--- config.mk ---
export PLATFORM = sky130hd
export DESIGN_NAME = mwpipe_skid
export DESIGN_NICKNAME = d
export VERILOG_FILES = /design/src/rtl/mwpipe_skid.sv
export SDC_FILE = /design/constraint.sdc
export NUM_CORES = 1
export LEC_CHECK = 0
export BUFFER_PORTS_ARGS = -buffer_cell sky130_fd_sc_hd__buf_2
export CORE_ASPECT_RATIO = 1.2
export CORE_UTILIZATION = 40
export DETAILED_ROUTE_END_ITERATION = 12
export PLACE_DENSITY = 0.6
export SKIP_LAST_GASP = 1
export SLEW_MARGIN = 0
export SYNTH_ARGS = -nofsm -noshare
export SYNTH_HDL_FRONTEND = slang
export SYNTH_SLANG_ARGS = --single-unit
--- constraint.sdc ---
create_clock -name clk -period 2.4 [get_ports clk]
set_input_delay 0.72 -clock clk [delete_from_list [all_inputs] [get_ports clk]]
set_output_delay 0.72 -clock clk [all_outputs]
set_load 0.02 [all_outputs]
--- src/rtl/mwpipe_skid.sv ---
// M->W pipeline register with valid/ready handshake and a 2-entry skid buffer.
// Optional E-stage forwarding outputs are built when MWPIPE_FWD_EN is defined.
module mwpipe_skid #(
   parameter int DATA_W = 32,
   parameter int REG_W  = 4
) (
   input  logic              clk,
   input  logic              rst_n,
   input  logic              flush,
   input  logic              valid_M,
   output logic              ready_M,
   input  logic              pcload_M,
   input  logic              regw_M,
   input  logic              regmem_M,
   input  logic [REG_W-1:0]  regScr_M,
   input  logic [DATA_W-1:0] ALUrslt_M,
   input  logic [DATA_W-1:0] memRd_M,
   output logic              valid_W,
   input  logic              ready_W,
   output logic              pcload_W,
   output logic              regw_W,
   output logic              regmem_W,
   output logic [REG_W-1:0]  regScr_W,
   output logic [DATA_W-1:0] ALUrslt_W,
   output logic [DATA_W-1:0] memRd_W
`ifdef MWPIPE_FWD_EN
   ,
   output logic              fwd_valid,
   output logic [REG_W-1:0]  fwd_reg,
   output logic [DATA_W-1:0] fwd_data
`endif
);

   localparam int PW = 3 + REG_W + 2 * DATA_W;

   localparam logic [1:0] S_EMPTY = 2'd0;
   localparam logic [1:0] S_ONE   = 2'd1;
   localparam logic [1:0] S_FULL  = 2'd2;

   logic [1:0]    state_q, state_d;
   logic [PW-1:0] main_q, main_d;
   logic [PW-1:0] skid_q, skid_d;
   logic          ready_q;
   logic [PW-1:0] in_pl;
   logic          in_xfer, out_xfer;
   logic          m_pcload, m_regw;

   assign in_pl = {pcload_M, regw_M, regmem_M,
                   regScr_M, ALUrslt_M, memRd_M};

   assign valid_W  = (state_q != S_EMPTY);
   assign ready_M  = ready_q;
   assign in_xfer  = valid_M & ready_q;
   assign out_xfer = valid_W & ready_W;

   assign {m_pcload, m_regw, regmem_W,
           regScr_W, ALUrslt_W, memRd_W} = main_q;

   // Bubbles must never write the register file or redirect the PC.
   assign pcload_W = m_pcload & valid_W;
   assign regw_W   = m_regw & valid_W;

   // Next-state and entry-load selection for the two-entry buffer.
   always_comb begin
      state_d = state_q;
      main_d  = main_q;
      skid_d  = skid_q;
      if (flush) begin
         state_d = S_EMPTY;
      end else begin
         case (state_q)
            S_EMPTY: begin
               if (in_xfer) begin
                  main_d  = in_pl;
                  state_d = S_ONE;
               end
            end
            S_ONE: begin
               if (in_xfer && out_xfer) begin
                  main_d = in_pl;
               end else if (in_xfer) begin
                  skid_d  = in_pl;
                  state_d = S_FULL;
               end else if (out_xfer) begin
                  state_d = S_EMPTY;
               end
            end
            S_FULL: begin
               if (out_xfer) begin
                  main_d  = skid_q;
                  state_d = S_ONE;
               end
            end
            default: state_d = S_EMPTY;
         endcase
      end
   end

   // State, entries and the registered accept flag.
   always_ff @(posedge clk or negedge rst_n) begin
      if (!rst_n) begin
         state_q <= S_EMPTY;
         main_q  <= '0;
         skid_q  <= '0;
         ready_q <= 1'b1;
      end else begin
         state_q <= state_d;
         main_q  <= main_d;
         skid_q  <= skid_d;
         ready_q <= (state_d != S_FULL);
      end
   end

`ifdef MWPIPE_FWD_EN
   assign fwd_valid = regw_W;
   assign fwd_reg   = regScr_W;
   assign fwd_data  = regmem_W ? memRd_W : ALUrslt_W;
`endif

endmodule

Yosys cells after proc, flatten, opt, wreduce, memory -nomap -nowiden

Index checks and enable logic that the tools add are counted.

Output and inout bits: 73
Bits of input ports: 76
Word-level logic and storage cells: 33
Flip-flop bits (word level): 145

Multiplexer cells: 11
Bitwise gates (word level): 6
Reductions and logical operators: 6
Eq/ne operators: 6

Operator list:

| operator           | number |
|---|---|
| $mux 71            | 3 |
| $pmux 71 s3        | 1 |
| $mux 2             | 6 |
| $ne 2x2->1 const B | 4 |
| $pmux 2 s3         | 1 |
| $reduce_and 5->1   | 1 |
| $and 1x1->1        | 4 |
| $reduce_and 4->1   | 1 |
| $reduce_bool 3->1  | 1 |
| $eq 2x1->1 const B | 1 |
| $eq 2x2->1 const B | 1 |
| $logic_not 2->1    | 1 |
| $not 1->1          | 2 |
| $reduce_bool 2->1  | 1 |
| $logic_and 1x1->1  | 1 |

Logic depth before layout (Yosys ltp)

Gate-level depths: netlist of the first run.

Word-level depth: 8
Gate-level depth with buffers: 6
Mapped depth without buffers: 4

Least setup slack after synthesis of the first run

OpenSTA, ideal clock, no wires.

Kind: in2reg
From: input port valid_M
To: register skid_q[0]
Library setup time: 0.125 ns
Path slack: 0.508 ns
Data arrival time: 1.767 ns
Path buffers: 2
Stages on the path: 6
Cell sequence: nand2_1 -> nor2_1 -> nand3b_1 -> clkbuf_1 -> buf_2 -> mux2_2

Word-level cells in the longest chain between the ends: 4

RTL lines:

| what                                | RTL line | RTL |
|---|---|---|
| start: declaration                  | 10       | `input logic valid_M,` |
| $and 1x1->1 *                       | 53       | `assign in_xfer = valid_M & ready_q;` |
| $logic_and 1x1->1                   | 79       | `if (in_xfer && out_xfer) begin` |
| $not 1->1 (no source line)          | n/a      |  |
| $reduce_and 4->1 (no source line) * | n/a      |  |
| end signal: assignment              | 109      | `skid_q <= skid_d;` |
| end: declaration                    | 42       | `logic [PW-1:0] skid_q, skid_d;` |

Every way passes the cells marked *; elsewhere a longest branch is shown, timed or not.
A chain may end at the register's enable or synchronous reset.

Worst setup path after layout of the first run

From: register state_q[1]
To: output port pcload_W

Word-level cells in the longest chain between the ends: 2

RTL lines:

| what                     | RTL line | RTL |
|---|---|---|
| start: declaration       | 40       | `logic [1:0] state_q, state_d;` |
| start signal: assignment | 107      | `state_q <= state_d;` |
| $reduce_bool 2->1        | 51       | `assign valid_W = (state_q != S_EMPTY);` |
| $and 1x1->1              | 60       | `assign pcload_W = m_pcload & valid_W;` |
| end: declaration         | 20       | `output logic pcload_W,` |

No other way between the ends.

==> impl_metrics.env, run 1 <==
export IMPL_grt_setup_unrepaired="no"
export IMPL_routed_via_density=4.893
export IMPL_startpoint_type="register"
export IMPL_hold_violations=0
export IMPL_fillCellCount=1488
export IMPL_drc_errors=0
export IMPL_ff2ff_setup_slack_ns=0.56
export IMPL_syn2layout_area_growth_pct=17.95
export IMPL_synth_top_area_share_pct=55.53
export IMPL_yosysUniqueCellTypes=21
export IMPL_max_freq_ghz=0.4380
export IMPL_period_share_pct=95.12
export IMPL_drive_above_1_share_pct=37.48
export IMPL_postCtsHoldBufs=0
export IMPL_multi_input_area_mm2=0.002188
export IMPL_die_h_um=141.5
export IMPL_num_rows=50
export IMPL_synthTopCellsByCount="dfrtp_1, nand2_1, nor2_1"
export IMPL_finalNonFillerCells=916
export IMPL_dpl_instance_area_mm2=0.007000
export IMPL_htreeDepth=4
export IMPL_seq_area_frac_synth_pct=55.94
export IMPL_synth_ff_type="dfrtp_1"
export IMPL_routed_wl_mm=13.52
export IMPL_p_leak_nw=3.559
export IMPL_critPathCaptureType="primary output"
export IMPL_dpl_hpwl_mm=8.892
export IMPL_hold_path_class="input port to asynchronous set/reset pin"
export IMPL_cellPowerDensity_mw_per_mm2=1004
export IMPL_tns_ns=0
export IMPL_synth_nets=700
export IMPL_r2r_start="ready_M"
export IMPL_netlist_area_mm2=0.006489
export IMPL_path_max_fanout=7
export IMPL_worst_endpoint_arrival_ns=1.56
export IMPL_setup_violations=0
export IMPL_relSlewSlack_pct=65.28
export IMPL_place_congestion=0.7470
export IMPL_peakVddDrop_uv=357.4
export IMPL_cts_setup_buffers=0
export IMPL_grt_max_degree=87
export IMPL_antenna_found_initial=1
export IMPL_io_buffers=148
export IMPL_synth_top_cells_by_area="dfrtp_1, mux2_2, nand2_1"
export IMPL_synth_edf_count=0
export IMPL_maxCapViolCount=0
export IMPL_firstDrtPassIters=4
export IMPL_ant_nets=0
export IMPL_async_flop_share_pct=100.0
export IMPL_synth_seq_cells=145
export IMPL_io_pins=149
export IMPL_grt_pass1_wl_mm=22.60
export IMPL_final_max_slew_viol_count=0
export IMPL_syn_instance_count=624
export IMPL_dpl_cell_count=883
export IMPL_crit_start="state_q[1]"
export IMPL_grt_usage_pct=17.29
export IMPL_crit_required_ns=1.68
export IMPL_grt_pass1_vias=4589
export IMPL_clockRootBuffer="clkbuf_16"
export IMPL_worst_clock_skew_ns=0.006609
export IMPL_nets=770
export IMPL_r2r_end="main_q[31]"
export IMPL_die_area_mm2=0.01674
export IMPL_outcome="finished, final reports clean"
export IMPL_cts_max_path_buffers=2
export IMPL_fp_dieW_um=118.3
export IMPL_cts_repair_resized=0
export IMPL_synth_top_area_cell="dfrtp_1"
export IMPL_core_area_mm2=0.01570
export IMPL_crit_path_end="pcload_W"
export IMPL_period_minus_slack_ns=2.283
export IMPL_postLayoutCellArea_mm2=0.007654
export IMPL_cts_buffers=17
export IMPL_vias=4482
export IMPL_synth_warning_count=0
export IMPL_overflow=0
export IMPL_total_power_mw=7.684
export IMPL_worstSetupPathType="register to primary output"
export IMPL_syn_mean_instance_area_um2=10.40
export IMPL_clk_latency_ns=0.41
export IMPL_post_drt_wl_per_cell_um=14.76
export IMPL_path_clk_slew_ns=0.06
export IMPL_drtIter0Drc=206
export IMPL_reg2reg_depth=5
export IMPL_regArea_mm2=0.003630
export IMPL_start_util_pct=41.32
export IMPL_cts_tree="yes"
export IMPL_worst_pin_slew_ns=0.5207
export IMPL_cts_sinks=145
## worst max-delay path, stage by stage (launching register included)
cell and delay (ns):
dfrtp_1 0.47, or2_2 0.36, and2_1 0.17, buf_2 0.15
## placed cells by master, fill, tap and decap left out
| cell | Yosys | routed |
|---|---|---|
| buf_2 | 16 | 147 |
| nand2_1 | 144 | 144 |
| dfrtp_1 | 144 | 144 |
| nor2_1 | 73 | 73 |
| a31oi_1 | 71 | 71 |
| mux2_2 | 71 | 71 |
| clkbuf_16 | 0 | 17 |
| buf_12 | 0 | 8 |
| clkbuf_8 | 0 | 5 |
| bufinv_16 | 0 | 4 |
| and2_1 | 2 | 2 |
| clkinvlp_4 | 0 | 2 |
| clkbuf_1 | 22 | 2 |
| buf_4 | 69 | 2 |
| diode_2 | 0 | 1 |
| nand2b_2 | 0 | 1 |
| a211oi_1 | 1 | 1 |
| or2_2 | 1 | 1 |
| nor2b_2 | 1 | 1 |
| xor2_1 | 1 | 1 |
| nor2b_4 | 0 | 1 |
| a2bb2oi_1 | 1 | 1 |
| a211o_1 | 1 | 1 |
| nand4bb_1 | 1 | 1 |
| o41ai_4 | 1 | 1 |
| nand3b_1 | 1 | 1 |
| clkinv_2 | 0 | 1 |
| clkinv_4 | 0 | 1 |
| buf_6 | 0 | 1 |
| dfstp_2 | 1 | 1 |
## area by class of cell
type	instances	share of cell area, %
diodes	1	0.03270
clock buffers	24	6.555
clock inverters	8	1.945
multi-input cells	372	28.59
flip-flops and latches	145	47.43
well taps	208	3.400
repair buffers	158	12.05
## sequential cells by signal, summed over array words and instances (netlist names)
signal	flops
skid_q	71
main_q	71
ready_M	1
state_q	2
## where the power goes
group,switching [mW],leakage [nW],internal [mW]
clock,0.987,0.313,1.88
combinational,0.795,1.55,0.659
sequential,0.309,1.69,3.05
## per-layer routing
layer / part of all wire, % / vias up / global-route usage (%) / wire length, um
met1: 43 / 2197 / 20.40 / 5785
met3: 4.8 / 15 / 5.105 / 655
met4: 1.5 / 0 / 7.692 / 197
met2: 51 / 106 / 29.20 / 6877
met5: 0 / - / 0 / 0
li1: - / 2164 / - / -
## cells by family after synthesis
logic type | share of synthesized area (%)
AND/OR/NAND/NOR | 13.46
flip-flops | 55.94
buffers and inverters | 10.49
AO/OA/AOI/OAI | 7.655
multiplexers | 12.32
XOR/XNOR | 0.1350
## how the worst min path moves through the flow
stage	start	end	slack (ns)
floorplan	rst_n	main_q[0]	0.42
detailed placement	skid_q[53]	skid_q[53]	0.49
CTS	rst_n	skid_q[61]	0.25
finish	rst_n	skid_q[53]	0.24
global route	rst_n	main_q[59]	0.26
global placement	skid_q[64]	skid_q[64]	0.49
## per-stage QoR
step                worst slack, ns  utilization (%)  hold WS (ns)
floorplan                    0.5078                -        0.4244
global placement             0.3512            44.58        0.4867
detailed placement           0.2758            44.58        0.4919
CTS                         0.08840            48.73        0.2501
global route                0.04311            48.74        0.2625
finish                       0.1171            48.74        0.2444
(Power assumes the default switching activity.)
==> inputs of run 2 (changes only) <==
--- a/config.mk
+++ b/config.mk
@@ -5,11 +5,11 @@
 export SDC_FILE = /design/constraint.sdc
 export NUM_CORES = 1
 export LEC_CHECK = 0
-export BUFFER_PORTS_ARGS = -buffer_cell sky130_fd_sc_hd__buf_2
 export CORE_ASPECT_RATIO = 1.2
 export CORE_UTILIZATION = 40
 export DETAILED_ROUTE_END_ITERATION = 12
-export PLACE_DENSITY = 0.6
+export DONT_BUFFER_PORTS = 1
+export PLACE_DENSITY = 0.52
 export SKIP_LAST_GASP = 1
 export SLEW_MARGIN = 0
 export SYNTH_ARGS = -nofsm -noshare
==> run 2 against run 1 <==
The flow now finishes with violations (hold timing); total power fell by 12%; clock skew about the same; die area unchanged; design area down 12%; setup slack worse by 0.00065 ns; register-to-register slack got worse by 0.12 ns; flip-flop and latch count did not move; critical path type unchanged; largest power group unchanged.
==> impl_metrics.env, run 2 (synthesis results as in run 1) <==
export IMPL_outcome="complete, but fails checks"
export IMPL_violations="hold timing"
export IMPL_grt_met3_usage_pct=6.752
export IMPL_period_minus_slack_ns=2.284
export IMPL_cp_top_family="simple AND/OR/NAND/NOR gates"
export IMPL_period_share_pct=95.15
export IMPL_cp_cell_sequence="or2_2 -> and2_1"
export IMPL_reg_top3="main_q: 71 flops, skid_q: 71 flops, state_q: 2 flops"
export IMPL_grt_busiest_layer="met2"
export IMPL_routed_wl_mm=12.61
export IMPL_clockRootBuffer="clkbuf_16"
export IMPL_cts_setup_buffers=0
export IMPL_cellPowerDensity_mw_per_mm2=1009
export IMPL_antenna_found_initial=0
export IMPL_grt_setup_unrepaired="no"
export IMPL_path_clk_slew_ns=0.06
export IMPL_num_rows=50
export IMPL_place_congestion=0.7472
export IMPL_p_leak_nw=2.919
export IMPL_diodes=0
export IMPL_grt_met2_usage_pct=26.04
export IMPL_hold_violations=5
export IMPL_cts_repair_resized=0
export IMPL_final_max_slew_viol_count=0
export IMPL_io_pins=149
export IMPL_io_buffers=0
export IMPL_start_util_pct=41.32
export IMPL_max_freq_ghz=0.4379
export IMPL_crit_path_top_delay_cell="dfrtp_1"
export IMPL_routed_via_density=5.085
export IMPL_grt_max_degree=146
export IMPL_cpPeakStageDelay_ns=0.48
export IMPL_ant_nets=0
export IMPL_dpl_cell_count=733
export IMPL_clk_latency_ns=0.41
export IMPL_dpl_hpwl_mm=7.867
export IMPL_hold_ws_ns=-0.001480
export IMPL_maxCapViolCount=0
export IMPL_cts_max_path_buffers=2
export IMPL_die_h_um=141.5
export IMPL_crit_required_ns=1.68
export IMPL_grtUsageMet1_pct=18.52
export IMPL_vias=3890
export IMPL_htreeDepth=4
export IMPL_syn2layout_area_growth_pct=3.548
export IMPL_grt_usage_pct=16.19
export IMPL_peakVddDrop_uv=357.2
export IMPL_multi_input_area_mm2=0.002188
export IMPL_fillCellCount=1500
export IMPL_grt_pass1_vias=3980
export IMPL_critPathCaptureType="primary output"
export IMPL_startpoint_type="register"
export IMPL_nets=620
export IMPL_drc_errors=0
export IMPL_path_buf_inv=0
export IMPL_cts_buffers=17
export IMPL_regArea_mm2=0.003630
export IMPL_worst_clock_skew_ns=0.006163
export IMPL_path_max_fanout=7
export IMPL_core_area_mm2=0.01570
export IMPL_worst_endpoint_arrival_ns=1.56
export IMPL_firstDrtPassIters=4
export IMPL_drtIter0Drc=241
export IMPL_worst_pin_slew_ns=0.5881
export IMPL_grt_pass1_wl_mm=21.02
export IMPL_relSlewSlack_pct=60.80
export IMPL_fp_dieW_um=118.3
export IMPL_tns_ns=0
export IMPL_cts_sinks=145
export IMPL_hold_path_class="input port to asynchronous set/reset pin"
export IMPL_setup_violations=0
export IMPL_post_drt_wl_per_cell_um=16.48
export IMPL_drive_above_1_share_pct=20.29
export IMPL_die_area_mm2=0.01674
export IMPL_worstSetupPathType="register to primary output"
export IMPL_ff2ff_setup_slack_ns=0.44
export IMPL_overflow=0
export IMPL_finalNonFillerCells=765
export IMPL_cts_tree="yes"
export IMPL_final_cell_mix="nand2_1, dfrtp_1, nor2_1"
==> run 2: changes by cell type in the layout (fill, tap and decap cells not counted), sizes merged <==
cell / previous run / this run
clkbuf: 24 / 22
buf: 158 / 8
clkinvlp: 2 / 1
diode: 1 / 0
bufinv: 4 / 0
clkinv: 2 / 9
==> run 2: metal layers <==
layer	share of wire, %	vias up
met2	48	107
li1	-	1865
met1	41	1897
met5	0	-
met3	8.5	21
met4	2.1	0
==> run 2: worst paths after layout <==
path | from | to | depth (start not counted)
setup reg to reg | ready_M | main_q[32] | 5
hold reg to reg | skid_q[18] | skid_q[18] | 1
setup / recovery | state_q[1] | pcload_W | 2
min in group clk | flush | state_q[0] | 1
hold / removal | rst_n | main_q[41] | 0
max in group asynchronous | rst_n | ready_M | 0
==> run 2: cell type report <==
class                   instances  share of cell area (%)
flip-flops and latches        145                   54.02
multi-input cells             372                   32.57
clock buffers                  22                   6.760
repair buffers                  8                   1.825
well taps                     208                   3.873
clock inverters                10                  0.9497
==> run 2: worst register-to-register path, cell delays in order (launching register included) <==
cell     delay (ns)
dfstp_2        0.59
nand2_1        0.16
o41ai_4        0.48
buf_12         0.33
nor2_1         0.14
a31oi_1        0.16
==> run 2: through the flow <==
stage	area, um2	worst slack, ns	utilization, %	hold WS, ns	total power [mW]
after floorplan	6489	0.5078	-	0.4244	4.621
final	6719	0.1164	42.79	-0.001480	6.781
after global routing	6719	0.04610	42.79	-0.03299	7.141
after global placement	6201	0.4275	39.49	0.4282	4.457
after CTS	6719	0.08024	42.79	-0.02427	6.883
after detailed placement	6201	0.3510	39.49	0.4287	4.524
==> run 2: power breakdown <==
part | internal [mW] | switching, mW
clock | 1.34 | 0.982
sequential | 3.05 | 0.645
combinational | 0.450 | 0.312
total | 4.84 | 1.94
